[src/rtl/image_loader.sv]
//------------------------------------------------------------------------------
// Module   : image_loader
// Purpose  : Streams one frame of pixels into BRAM and checks that s_last lines
//            up with the final pixel. Optional macro LOADER_GRAY_EN writes
//            grayscale {g,g,g} instead of the raw pixel.
// Revision : 1.0 - initial release
//------------------------------------------------------------------------------
`default_nettype none

module image_loader #(
  parameter int DATA_WIDTH  = 12,
  parameter int ADDR_WIDTH  = 19,
  parameter int DATA_LENGTH = 120000,
  parameter int IMG_WIDTH   = 400
) (
  input  logic                  clk_p,
  input  logic                  rst,
  input  logic                  start,
  input  logic                  s_valid,
  output logic                  s_ready,
  input  logic [DATA_WIDTH-1:0] s_data,
  input  logic                  s_last,
  output logic                  bram_we,
  output logic [ADDR_WIDTH-1:0] bram_addr,
  output logic [DATA_WIDTH-1:0] bram_data,
  output logic [8:0]            row,
  output logic [9:0]            col,
  output logic                  frame_done,
  output logic                  frame_err
);

  typedef enum logic [1:0] {
    IDLE = 2'd0,
    LOAD = 2'd1,
    DONE = 2'd2,
    ERR  = 2'd3
  } state_t;

  localparam logic [ADDR_WIDTH-1:0] C_LAST_ADDR = ADDR_WIDTH'(DATA_LENGTH - 1);
  localparam logic [9:0]            C_LAST_COL  = 10'(IMG_WIDTH - 1);

  state_t                r_state;
  logic [ADDR_WIDTH-1:0] r_cnt;
  logic [8:0]            r_next_row;
  logic [9:0]            r_next_col;

  logic                  w_hs;
  logic                  w_at_end;
  logic [DATA_WIDTH-1:0] w_pix;

  assign w_hs     = s_valid && s_ready;
  assign w_at_end = (r_cnt == C_LAST_ADDR);

`ifdef LOADER_GRAY_EN
  // Weights 1/4, 1/2, 1/8 on 4-bit channels keep the sum at or below 11.
  logic [3:0] w_gray;
  logic       w_unused_bits;
  assign w_gray        = {2'b00, s_data[3:2]} + {1'b0, s_data[7:5]} + {3'b000, s_data[11]};
  assign w_pix         = DATA_WIDTH'({w_gray, w_gray, w_gray});
  assign w_unused_bits = ^{s_data[1:0], s_data[4], s_data[10:8]};
`else
  assign w_pix = s_data;
`endif

  always_ff @(posedge clk_p or posedge rst) begin
    if (rst) begin
      r_state    <= IDLE;
      r_cnt      <= '0;
      r_next_row <= '0;
      r_next_col <= '0;
      s_ready    <= 1'b0;
      bram_we    <= 1'b0;
      bram_addr  <= '0;
      bram_data  <= '0;
      row        <= '0;
      col        <= '0;
      frame_done <= 1'b0;
      frame_err  <= 1'b0;
    end else begin
      bram_we <= 1'b0;
      case (r_state)
        LOAD: begin
          if (w_hs) begin
            bram_we   <= 1'b1;
            bram_addr <= r_cnt;
            bram_data <= w_pix;
            row       <= r_next_row;
            col       <= r_next_col;
            if (r_next_col == C_LAST_COL) begin
              r_next_col <= '0;
              r_next_row <= r_next_row + 9'd1;
            end else begin
              r_next_col <= r_next_col + 10'd1;
            end
            // The terminating pixel is still written; the counter stops here.
            if (w_at_end || s_last) begin
              s_ready <= 1'b0;
              if (w_at_end && s_last) begin
                r_state    <= DONE;
                frame_done <= 1'b1;
              end else begin
                r_state   <= ERR;
                frame_err <= 1'b1;
              end
            end else begin
              r_cnt <= r_cnt + 1'b1;
            end
          end
        end
        default: begin
          if (start) begin
            r_state    <= LOAD;
            s_ready    <= 1'b1;
            r_cnt      <= '0;
            r_next_row <= '0;
            r_next_col <= '0;
            row        <= '0;
            col        <= '0;
            frame_done <= 1'b0;
            frame_err  <= 1'b0;
          end
        end
      endcase
    end
  end

endmodule

`default_nettype wire

[config.mk]
export PLATFORM = sky130hd
export DESIGN_NAME = image_loader
export DESIGN_NICKNAME = d
export VERILOG_FILES = /design/src/rtl/image_loader.sv
export SDC_FILE = /design/constraint.sdc
export NUM_CORES = 1
export LEC_CHECK = 0
export ABC_AREA = 1
export BUFFER_PORTS_ARGS = -buffer_cell sky130_fd_sc_hd__buf_2
export CORE_UTILIZATION = 30
export CTS_BUF_LIST = sky130_fd_sc_hd__clkbuf_16
export DETAILED_ROUTE_END_ITERATION = 8
export HOLD_SLACK_MARGIN = 0.03
export PLACE_DENSITY = 0.54
export SYNTH_ARGS = -nofsm -noshare
export SYNTH_HDL_FRONTEND = slang
export SYNTH_SLANG_ARGS = --single-unit
[constraint.sdc]
create_clock -name clk_p -period 3.4 [get_ports clk_p]
set_input_delay 0.51 -clock clk_p [delete_from_list [all_inputs] [get_ports clk_p]]
set_output_delay 0.51 -clock clk_p [all_outputs]
set_load 0.01 [all_outputs]
== Word level (Yosys, flattened, before mapping) ==
Cells that the tools add are included.
W data, S select, Z words.

* Flip-flop bits (word level): 94
* Bits in latches: 0
* Bits in writable memories: 0
* Bits in read-only memories: 0
* Bits of input ports: 17
* Memories kept: 0

* Add/sub/neg operators: 3
* Multiply operators: 0
* Div/mod/pow operators: 0
* $lt $le $gt $ge: 0
* Equality and inequality tests: 9
* Shift operators: 0
* Mux-type cells: 36
* Bitwise operators: 0
* Reduce and logical (&&, ||, !) cells: 11

{| class="wikitable"
|+ Operators with widths
! operator !! number
|-
| $mux W19 || 4
|-
| $mux W10 || 6
|-
| $mux W9 || 6
|-
| $add A19 B1 Y19 const B || 1
|-
| $eq A19 B17 Y1 const B || 1
|-
| $mux W1 || 16
|-
| $ne A2 B2 Y1 const B || 6
|-
| $add A10 B1 Y10 const B || 1
|-
| $eq A10 B9 Y1 const B || 1
|-
| $add A9 B1 Y9 const B || 1
|-
| $reduce_and A3 Y1 || 3
|-
| $mux W2 || 4
|-
| $reduce_and A4 Y1 || 2
|-
| $reduce_and A2 Y1 || 2
|-
| $eq A2 B1 Y1 const B || 1
|-
| $logic_and A1 B1 Y1 || 2
|-
| $reduce_bool A2 Y1 || 1
|-
| $logic_or A1 B1 Y1 || 1
|}

== Depth between registers and ports, before layout ==
Gate-level depths: netlist (run 1).

* Word-level depth: 6
* Depth in mapped cells: 11

== Worst setup path before layout (run 1) ==
No wires, ideal clock.

* Path type: register to register
* Start: register r_cnt[0]
* End: register r_cnt[12]
* Setup time: 0.121 ns
* Arrival: 1.419 ns
* Required time: 3.279 ns
* Slack: 1.861 ns
* Cell stages (with the launch flop): 10
* Buffers on the path: 1
* Cells stage by stage: dfrtp_1 -> ha_1 -> nand2_1 -> nor2_4 -> nand3_1 -> nand3_1 -> nand2_2 -> buf_2 -> nand2_1 -> o21ai_1

* Longest elaborated chain between the ends: 4
* Elaborated cells on any way between the ends: 8
* Classes of those cells: 1 x add/sub; 2 x eq/ne; 3 x mux; 2 x reduce/logical

{| class="wikitable"
|+ RTL lines
! what !! RTL line !! text
|-
| start, declared || 43 || <nowiki>logic [ADDR_WIDTH-1:0] r_cnt;</nowiki>
|-
| start signal, assigned || 106 || <nowiki>r_cnt <= r_cnt + 1'b1;</nowiki>
|-
| $add A19 B1 Y19 / $eq A19 B17 Y1 (equally long branches) || 106, 52 ||
|-
| $mux W19 / $logic_or A1 B1 Y1 (equally long branches) || 96 || <nowiki>if (w_at_end || s_last) begin</nowiki>
|-
| $mux W19 / $ne A2 B2 Y1 (equally long branches) || -- ||
|-
| $mux W19 / $reduce_and A3 Y1 (equally long branches) || -- ||
|}

Several ways; a longest one is shown, not always the timed one. The select of a mux whose other input is x is not followed.
A chain may end at the register's enable or synchronous reset.

== Worst setup path in the final report (run 1) ==
* Start: register r_state[0]
* End: register r_cnt[0]

* Longest elaborated chain between the ends: 3
* Elaborated cells on any way between the ends: 6
* Classes of those cells: 3 x eq/ne; 1 x mux; 2 x reduce/logical

{| class="wikitable"
|+ RTL lines
! what !! RTL line !! text
|-
| start, declared || 42 || <nowiki>state_t r_state;</nowiki>
|-
| start signal, assigned || 67 || <nowiki>r_state <= IDLE;</nowiki>
|-
| start signal, assigned || 99 || <nowiki>r_state <= DONE;</nowiki>
|-
| start signal, assigned || 102 || <nowiki>r_state <= ERR;</nowiki>
|-
| $eq A2 B1 Y1 (*) || 81 || <nowiki>case (r_state)</nowiki>
|-
| $ne A2 B2 Y1 (no source line) / $reduce_bool A2 Y1 (equally long branches) || -- ||
|-
| $reduce_and A3 Y1 (no source line) || -- ||
|}

Every way passes the cells marked *; elsewhere a longest branch is shown, timed or not.

==> run_results.csv, run 1 <==
group,metric,value,unit
outcome,status,"finished, final reports clean",
job,maxCapViolations,0,
clock_tree,post-cts-setup-buffer-count,0,
setup_path,crit_slowest_cell,"nand2_2",
setup_path,slowest_delay,0.45,ns
routing,met3_length,417,um
final_layout,antennaDiodeCount,0,
setup_path,cp_max_fo,33,
global_routing,grt_pass1_vias,3523,
power,power_density,663,mW/mm^2
clock_tree,cts.sinks,94,
global_routing,grt_use_total,14.5,%
placed_design,portBuffers,70,
routing,dr_total_vias,3714,
routing,wl,10.3,mm
synth,synthTopCellsByArea,"dfrtp_1 (53%), nand2_1 (16%), o21ai_0 (4.9%)",
routing,route.detailed.drc,0,
routing,topRoutingLayerUsed,"met4",
clock_tree,clockRootBuffer,"clkbuf_16",
sta,tightest_slew,0.587,ns
power,ir_drop,0.260,mV
synth,synth_area,0.00446,sq mm
sta,finalHoldViolCount,0,
hold_path,hold_path_class,"input port to asynchronous set/reset pin",
sta,setup-violations-final,0,
floorplan,start_util,30.7,%
synth,syn_nets,579,
sta,fmax,0.426,GHz
final_layout,fill_cells,1568,
routing,avgRoutedWirePerCell,12.6,um
sta,rsz0062_at_grt,"no",
routing,met2_length,4.63,mm
setup_path,crit_family,"simple AND/OR/NAND/NOR gates",
setup_path,path_cells,"inv_2 -> nor2_8 -> inv_2 -> nand2_4 -> nand2_2 -> nand3_1 -> nand2_2 -> inv_1 -> nand2_1 -> nand2_1",
clock_tree,postCtsHoldBufs,0,
floorplan,die_y,124,um
global_routing,gr-total-overflow,0,
final_layout,drive_gt1_share,16.4,%
setup_path,path_class,"flip-flop to flip-flop",
synth,avgSynthCellArea,7.98,sq um
clock_tree,path_clk_slew,0.07,ns
clock_tree,worstSkewPairLatency,0.35,ns
floorplan,die_w,124,um
global_routing,grt_start_max_net_pins,95,
synth,synth_top_cell_by_area,"dfrtp_1",
final_layout,area_growth,18.0,%
setup_path,rr_endpoint,"r_cnt[0]",
routing,dr.pass1.iters,4,
sta,setup_ws,1.05,ns
routing,ant_nets,0,
final_layout,layout.area.seq,0.00235,sq mm
setup_path,r2r_start,"r_state[0]",
setup_path,arrival,2.59,ns
routing,dr.first_iter.drc_count,200,
synth,ys_types,28,
sta,finalClockSkew,0.00869,ns
synth,synth_seq_cells,94,
sta,finalCritPeriodShare,69.0,%
placed_design,gp_congestion,0.894,
floorplan,pin_count,71,
setup_path,rrSetupSlack,1.05,ns
setup_path,critPathBufInv,3,
clock_tree,cts_inserted_buffers,9,
synth,async_reset_ff_share,100,%
synth,syn_inst,559,
setup_path,worstRegToRegCells,10,
clock_tree,cts_buffer_depth,2,
global_routing,grt_pass1_wl,17.3,mm
final_layout,nets,644,
clock_tree,cts_tree,"done",
global_routing,antenna_found_initial,0,
final_layout,multiInputGateArea,0.00182,sq mm
placed_design,hpwlAfterDp,7.12,mm
floorplan,core,0.0145,sq mm
sta,relSlewSlack,60.9,%
synth,ys_seq_area_share,52.7,%
power,p_leak,2.60,nW
sta,finalCriticalPeriod,2.35,ns
floorplan,dieArea,0.0154,sq mm
sta,fin_setup_tns,0,ns
synth,synthFlopType,"dfrtp_1",
synth,ys_warn_count,0,
synth,synth-edff-count,0,
floorplan,rows,44,
routing,m1WireLength,5.07,mm
synth,yosysTopAreaCellShare,52.7,%
placed_design,pre_cts_ws,1.01,ns
clock_tree,cts_resized,0,
setup_path,cp-end-kind,"flip-flop",
sta,final-max-slew-violation-count,0,
setup_path,critPathRequiredTime,3.64,ns
clock_tree,htreeDepth,3,
routing,via_per_inst,4.57,
setup_path,start_kind,"flip-flop",
-- layer usage --
layer,up-vias,GRT usage [%]
met5,-,0
met4,0,4.91
met3,11,3.89
met2,59,22.5
met1,1756,19.5
li1,1888,-
-- cell usage after synthesis, types with 3 or more instances --
library cell / instances
buf_2: 10
inv_1: 47
nor2_1: 56
o21ai_1: 17
dfrtp_1: 94
nand3_1: 30
clkbuf_1: 6
nor3_2: 3
inv_2: 4
nor3_1: 9
xor2_1: 14
nand4_1: 5
o21ai_0: 44
a21oi_1: 6
ha_1: 3
nand2_1: 194
-- worst min-delay path, delay by kind of cell --
family	cells	cell delay, ns
buffers and inverters	3	0.54
-- cell type report --
type                       count  area share, %
timing repair buffer          73           7.32
sequential                    94           44.7
tap                          184           4.37
clock inverter                 6           1.07
clock buffer                   9           4.28
multi-input combinational    394           34.5
inverter                      52           3.78
-- cell families after synthesis --
family / synth area share (%)
and+or+nand+nor: 28.6
xor gates and xnor gates: 2.95
AOI/OAI and AO/OA: 8.25
DFF: 52.7
buffers and inverters: 6.65
adders and majority gates: 0.842
-- worst max-delay path by stage --
stage / start / to / slack [ns] / cells past startpoint
final: r_state[0] / r_cnt[0] / 1.05 / 10
after global routing: r_state[0] / r_cnt[16] / 0.74 / 10
after CTS: r_state[0] / r_cnt[0] / 1.01 / 10
after detailed placement: r_state[0] / r_cnt[0] / 1.01 / 10
after global placement: r_state[0] / r_cnt[1] / 1.10 / 10
after floorplan: rst / bram_addr[0] / 0.44 / 1
-- power by group --
group / internal, mW / switching [mW] / total, mW
Combinational: 0.308 / 0.723 / 1.03
Sequential: 1.34 / 0.148 / 1.48
Clock: 0.558 / 0.420 / 0.977
-- sequential cells by signal, indices dropped and copies added (netlist names) --
| name | flops |
|---|---|
| bram_addr | 19 |
| bram_data | 12 |
| bram_we | 1 |
| col | 10 |
| frame_done | 1 |
| frame_err | 1 |
| r_cnt | 19 |
| r_next_col | 10 |
| r_next_row | 9 |
| r_state | 2 |
| row | 9 |
| s_ready | 1 |
-- through the flow --
step                cells  hold slack (ns)  total power, mW  util [%]  area (sq um)
CTS                   812            0.290             3.56      36.2          5260
global route          812            0.294             3.76      36.2          5260
finish                812            0.259             3.49      36.2          5260
floorplan             559            0.454             2.23         -          4460
detailed placement    797            0.458             2.56      34.3          4980
global placement      797            0.456             2.54      34.3          4980
-- layout by cell type, fill, tap and decap left out --
master and n:
nand2_1 194, dfrtp_1 94, buf_2 70, nor2_1 56
inv_1 48, o21ai_0 44, nand3_1 29, o21ai_1 17
xor2_1 14, nor3_1 9, clkbuf_16 9, a21oi_1 6
nand4_1 5, inv_2 4, nor3_2 3, ha_1 3
nand2_4 2, nand2_2 2, a22o_1 2, nor2_2 2
clkinvlp_4 2, buf_4 2, nor2_8 1, nand3_2 1
inv_4 1, xnor2_1 1, nor2_4 1, clkinv_2 1
o31ai_1 1, a21boi_0 1, bufinv_16 1, clkinv_1 1
buf_12 1
Note: power is estimated with default switching activity, not from simulation.
==> run 2: changes to the inputs <==
--- a/config.mk
+++ b/config.mk
@@ -5,13 +5,13 @@
 export SDC_FILE = /design/constraint.sdc
 export NUM_CORES = 1
 export LEC_CHECK = 0
-export ABC_AREA = 1
+export ABC_AREA = 0
 export BUFFER_PORTS_ARGS = -buffer_cell sky130_fd_sc_hd__buf_2
 export CORE_UTILIZATION = 30
 export CTS_BUF_LIST = sky130_fd_sc_hd__clkbuf_16
 export DETAILED_ROUTE_END_ITERATION = 8
 export HOLD_SLACK_MARGIN = 0.03
-export PLACE_DENSITY = 0.54
+export PLACE_DENSITY = 0.56
 export SYNTH_ARGS = -nofsm -noshare
 export SYNTH_HDL_FRONTEND = slang
 export SYNTH_SLANG_ARGS = --single-unit
==> constraint.sdc (replaced) <==
create_clock -name clk_p -period 1.94 [get_ports clk_p]
set_input_delay 0.291 -clock clk_p [delete_from_list [all_inputs] [get_ports clk_p]]
set_output_delay 0.291 -clock clk_p [all_outputs]
set_load 0.01 [all_outputs]
==> run_results.csv, run 2 <==
group,metric,value,unit
clock_tree,postCtsHoldBufs,0,
routing,avgRoutedWirePerCell,14.5,um
synth,async_reset_ff_share,100,%
floorplan,dieArea,0.0145,sq mm
sta,finalCriticalPeriod,1.81,ns
power,p_comb_share,28.7,%
setup_path,slowest_delay,0.36,ns
power,ir_drop,0.528,mV
synth,synth_area,0.00421,sq mm
hold_path,hold_path_class,"input port to asynchronous set/reset pin",
setup_path,start_kind,"flip-flop",
routing,via_per_inst,4.83,
job,maxCapViolations,0,
floorplan,rows,42,
clock_tree,clockRootBuffer,"clkbuf_16",
final_layout,antennaDiodeCount,0,
power,p_int,3.93,mW
clock_tree,htreeDepth,3,
floorplan,start_util,31.3,%
clock_tree,worstSkewPairLatency,0.33,ns
power,switching_share,34.1,%
power,power_density,1150,mW/mm^2
synth,syn_inst,409,
final_layout,nets,513,
final_layout,final_util,38.5,%
routing,dr.pass1.iters,4,
synth,synth_top_cell_by_area,"dfrtp_1",
setup_path,crit_slowest_cell,"dfrtp_1",
routing,wl,9.79,mm
floorplan,core,0.0135,sq mm
sta,tightest_slew,0.804,ns
synth,synthFlopType,"dfrtp_1",
final_layout,final_cell_mix,"nand2_1 (105), dfrtp_1 (94), buf_2 (70)",
routing,ant_nets,0,
power,switchingPower,2.03,mW
sta,finalHoldViolCount,0,
power,seqPwrFrac,42.8,%
placed_design,portBuffers,70,
floorplan,die_w,120,um
sta,setup-violations-final,0,
power,p_leak,2.58,nW
final_layout,multiInputGateArea,0.00176,sq mm
synth,syn_nets,429,
synth,synthTopCellsByArea,"dfrtp_1 (56%), nand2_1 (9.4%), a22o_1 (3.7%)",
routing,dr_total_vias,3253,
placed_design,gp_congestion,0.840,
routing,route.detailed.drc,0,
setup_path,path_class,"flip-flop to flip-flop",
floorplan,die_y,120,um
floorplan,pin_count,71,
clock_tree,cts_inserted_buffers,9,
synth,synth_seq_cells,94,
global_routing,gr-total-overflow,0,
placed_design,hpwlAfterDp,6.89,mm
synth,yosysMostFrequentCell,"nand2_1",
synth,ys_seq_area_share,55.9,%
final_layout,drive_gt1_share,24.7,%
final_layout,area_growth,23.0,%
sta,hold_ws,0.0679,ns
synth,ys_warn_count,0,
sta,relSlewSlack,46.2,%
final_layout,reg_top3,"bram_addr: 19 flops, r_cnt: 19 flops, bram_data: 12 flops",
setup_path,arrival,2.04,ns
setup_path,path_cells,"ha_1 -> nor3b_4 -> a41oi_4 -> nor4_2 -> xnor2_1 -> nor2_1",
final_layout,fill_cells,1351,
global_routing,grt_pass1_wl,16.2,mm
sta,rsz0062_at_grt,"no",
routing,dr.first_iter.drc_count,263,
sta,final-max-slew-violation-count,0,
sta,fin_setup_tns,0,ns
clock_tree,cts.sinks,94,
clock_tree,cts_buffer_depth,2,
synth,synth-edff-count,0,
synth,synth_common_cells,"nand2_1 (105), dfrtp_1 (94), nor2_1 (28)",
global_routing,grt_use_total,14.2,%
setup_path,cp_max_fo,9,
final_layout,layout_commonest_cell,"nand2_1",
sta,fmax,0.551,GHz
global_routing,grt_pass1_vias,3253,
power,p_total,5.96,mW
outcome,status,"finished, final reports clean",
global_routing,antenna_found_initial,0,
synth,yosysTopAreaCellShare,55.9,%
sta,finalClockSkew,0.0103,ns
sta,finalCritPeriodShare,93.5,%
global_routing,grt_start_max_net_pins,95,
clock_tree,path_clk_slew,0.06,ns
synth,avgSynthCellArea,10.3,sq um
final_layout,layout.area.seq,0.00235,sq mm
power,clockPowerShare,28.4,%
setup_path,cp-end-kind,"flip-flop",
clock_tree,cts_tree,"done",
setup_path,critPathRequiredTime,2.16,ns
synth,ys_types,57,
[run 2: worst max-delay path, delay by kind of cell (launching register included)]
kind | cells | cell delay, ns
flip-flops | 1 | 0.36
XOR/XNOR | 1 | 0.15
adder cells (fa/ha/maj) | 1 | 0.26
AND/OR/NAND/NOR | 3 | 0.67
AO/OA/AOI/OAI | 1 | 0.25
[run 2: layout make-up]
cell class	instances	area share (%)
multi-input combinational	288	34.0
tap	176	4.25
clock inverter	7	1.16
inverter	9	0.749
sequential	94	45.4
clock buffer	9	4.35
timing repair buffer	91	10.1
[run 2: logic make-up after synthesis]
group	Yosys count	synth area share, %
simple gates	207	24.9
xor+xnor	22	4.58
flops	94	55.9
buf+inv	27	2.83
fa+ha+maj	3	0.892
compound gates	54	10.4
mux	2	0.476
[run 2: final timing paths]
kind,start,to,slack [ns],depth (start not counted)
hold / removal,rst,bram_addr[16],0.07,3
max in group asynchronous,rst,bram_data[1],1.44,3
min in group clk_p,s_data[9],bram_data[9],0.15,3
setup / recovery,r_next_col[1],r_next_row[8],0.13,6
setup reg to reg,r_next_col[1],r_next_row[8],0.13,6
hold reg to reg,bram_data[11],bram_data[11],0.47,2
[run 2: timing repair]
item	CTS	global route
resized for setup	0	4
setup buffers	0	1
endpoints found under the setup margin	0	8
[run 2: per-layer routing]
metal  share of wire [%]  vias up  GRT usage (%)
li1                    -     1583              -
met1                  46     1617           18.1
met2                  50       47           23.6
met4                0.79        0           4.24
met5                   0        -              0
met3                 3.2        6           3.68
[run 2: metrics by stage]
step	area, sq um	instances	worst slack (ns)
after floorplan	4210	409	0.185
after global placement	4860	657	0.163
after CTS	5150	673	0.0746
after global routing	5180	674	0.0110
final	5180	674	0.125
after detailed placement	4860	657	0.108
[run 2: power groups by stage]
stage	combinational (mW)	clock, mW	sequential, mW
after floorplan	0.947	0	2.69
after detailed placement	1.72	0	2.59
final	1.71	1.69	2.55
after CTS	1.72	1.75	2.56
after global routing	1.91	1.85	2.61
after global placement	1.70	0	2.57
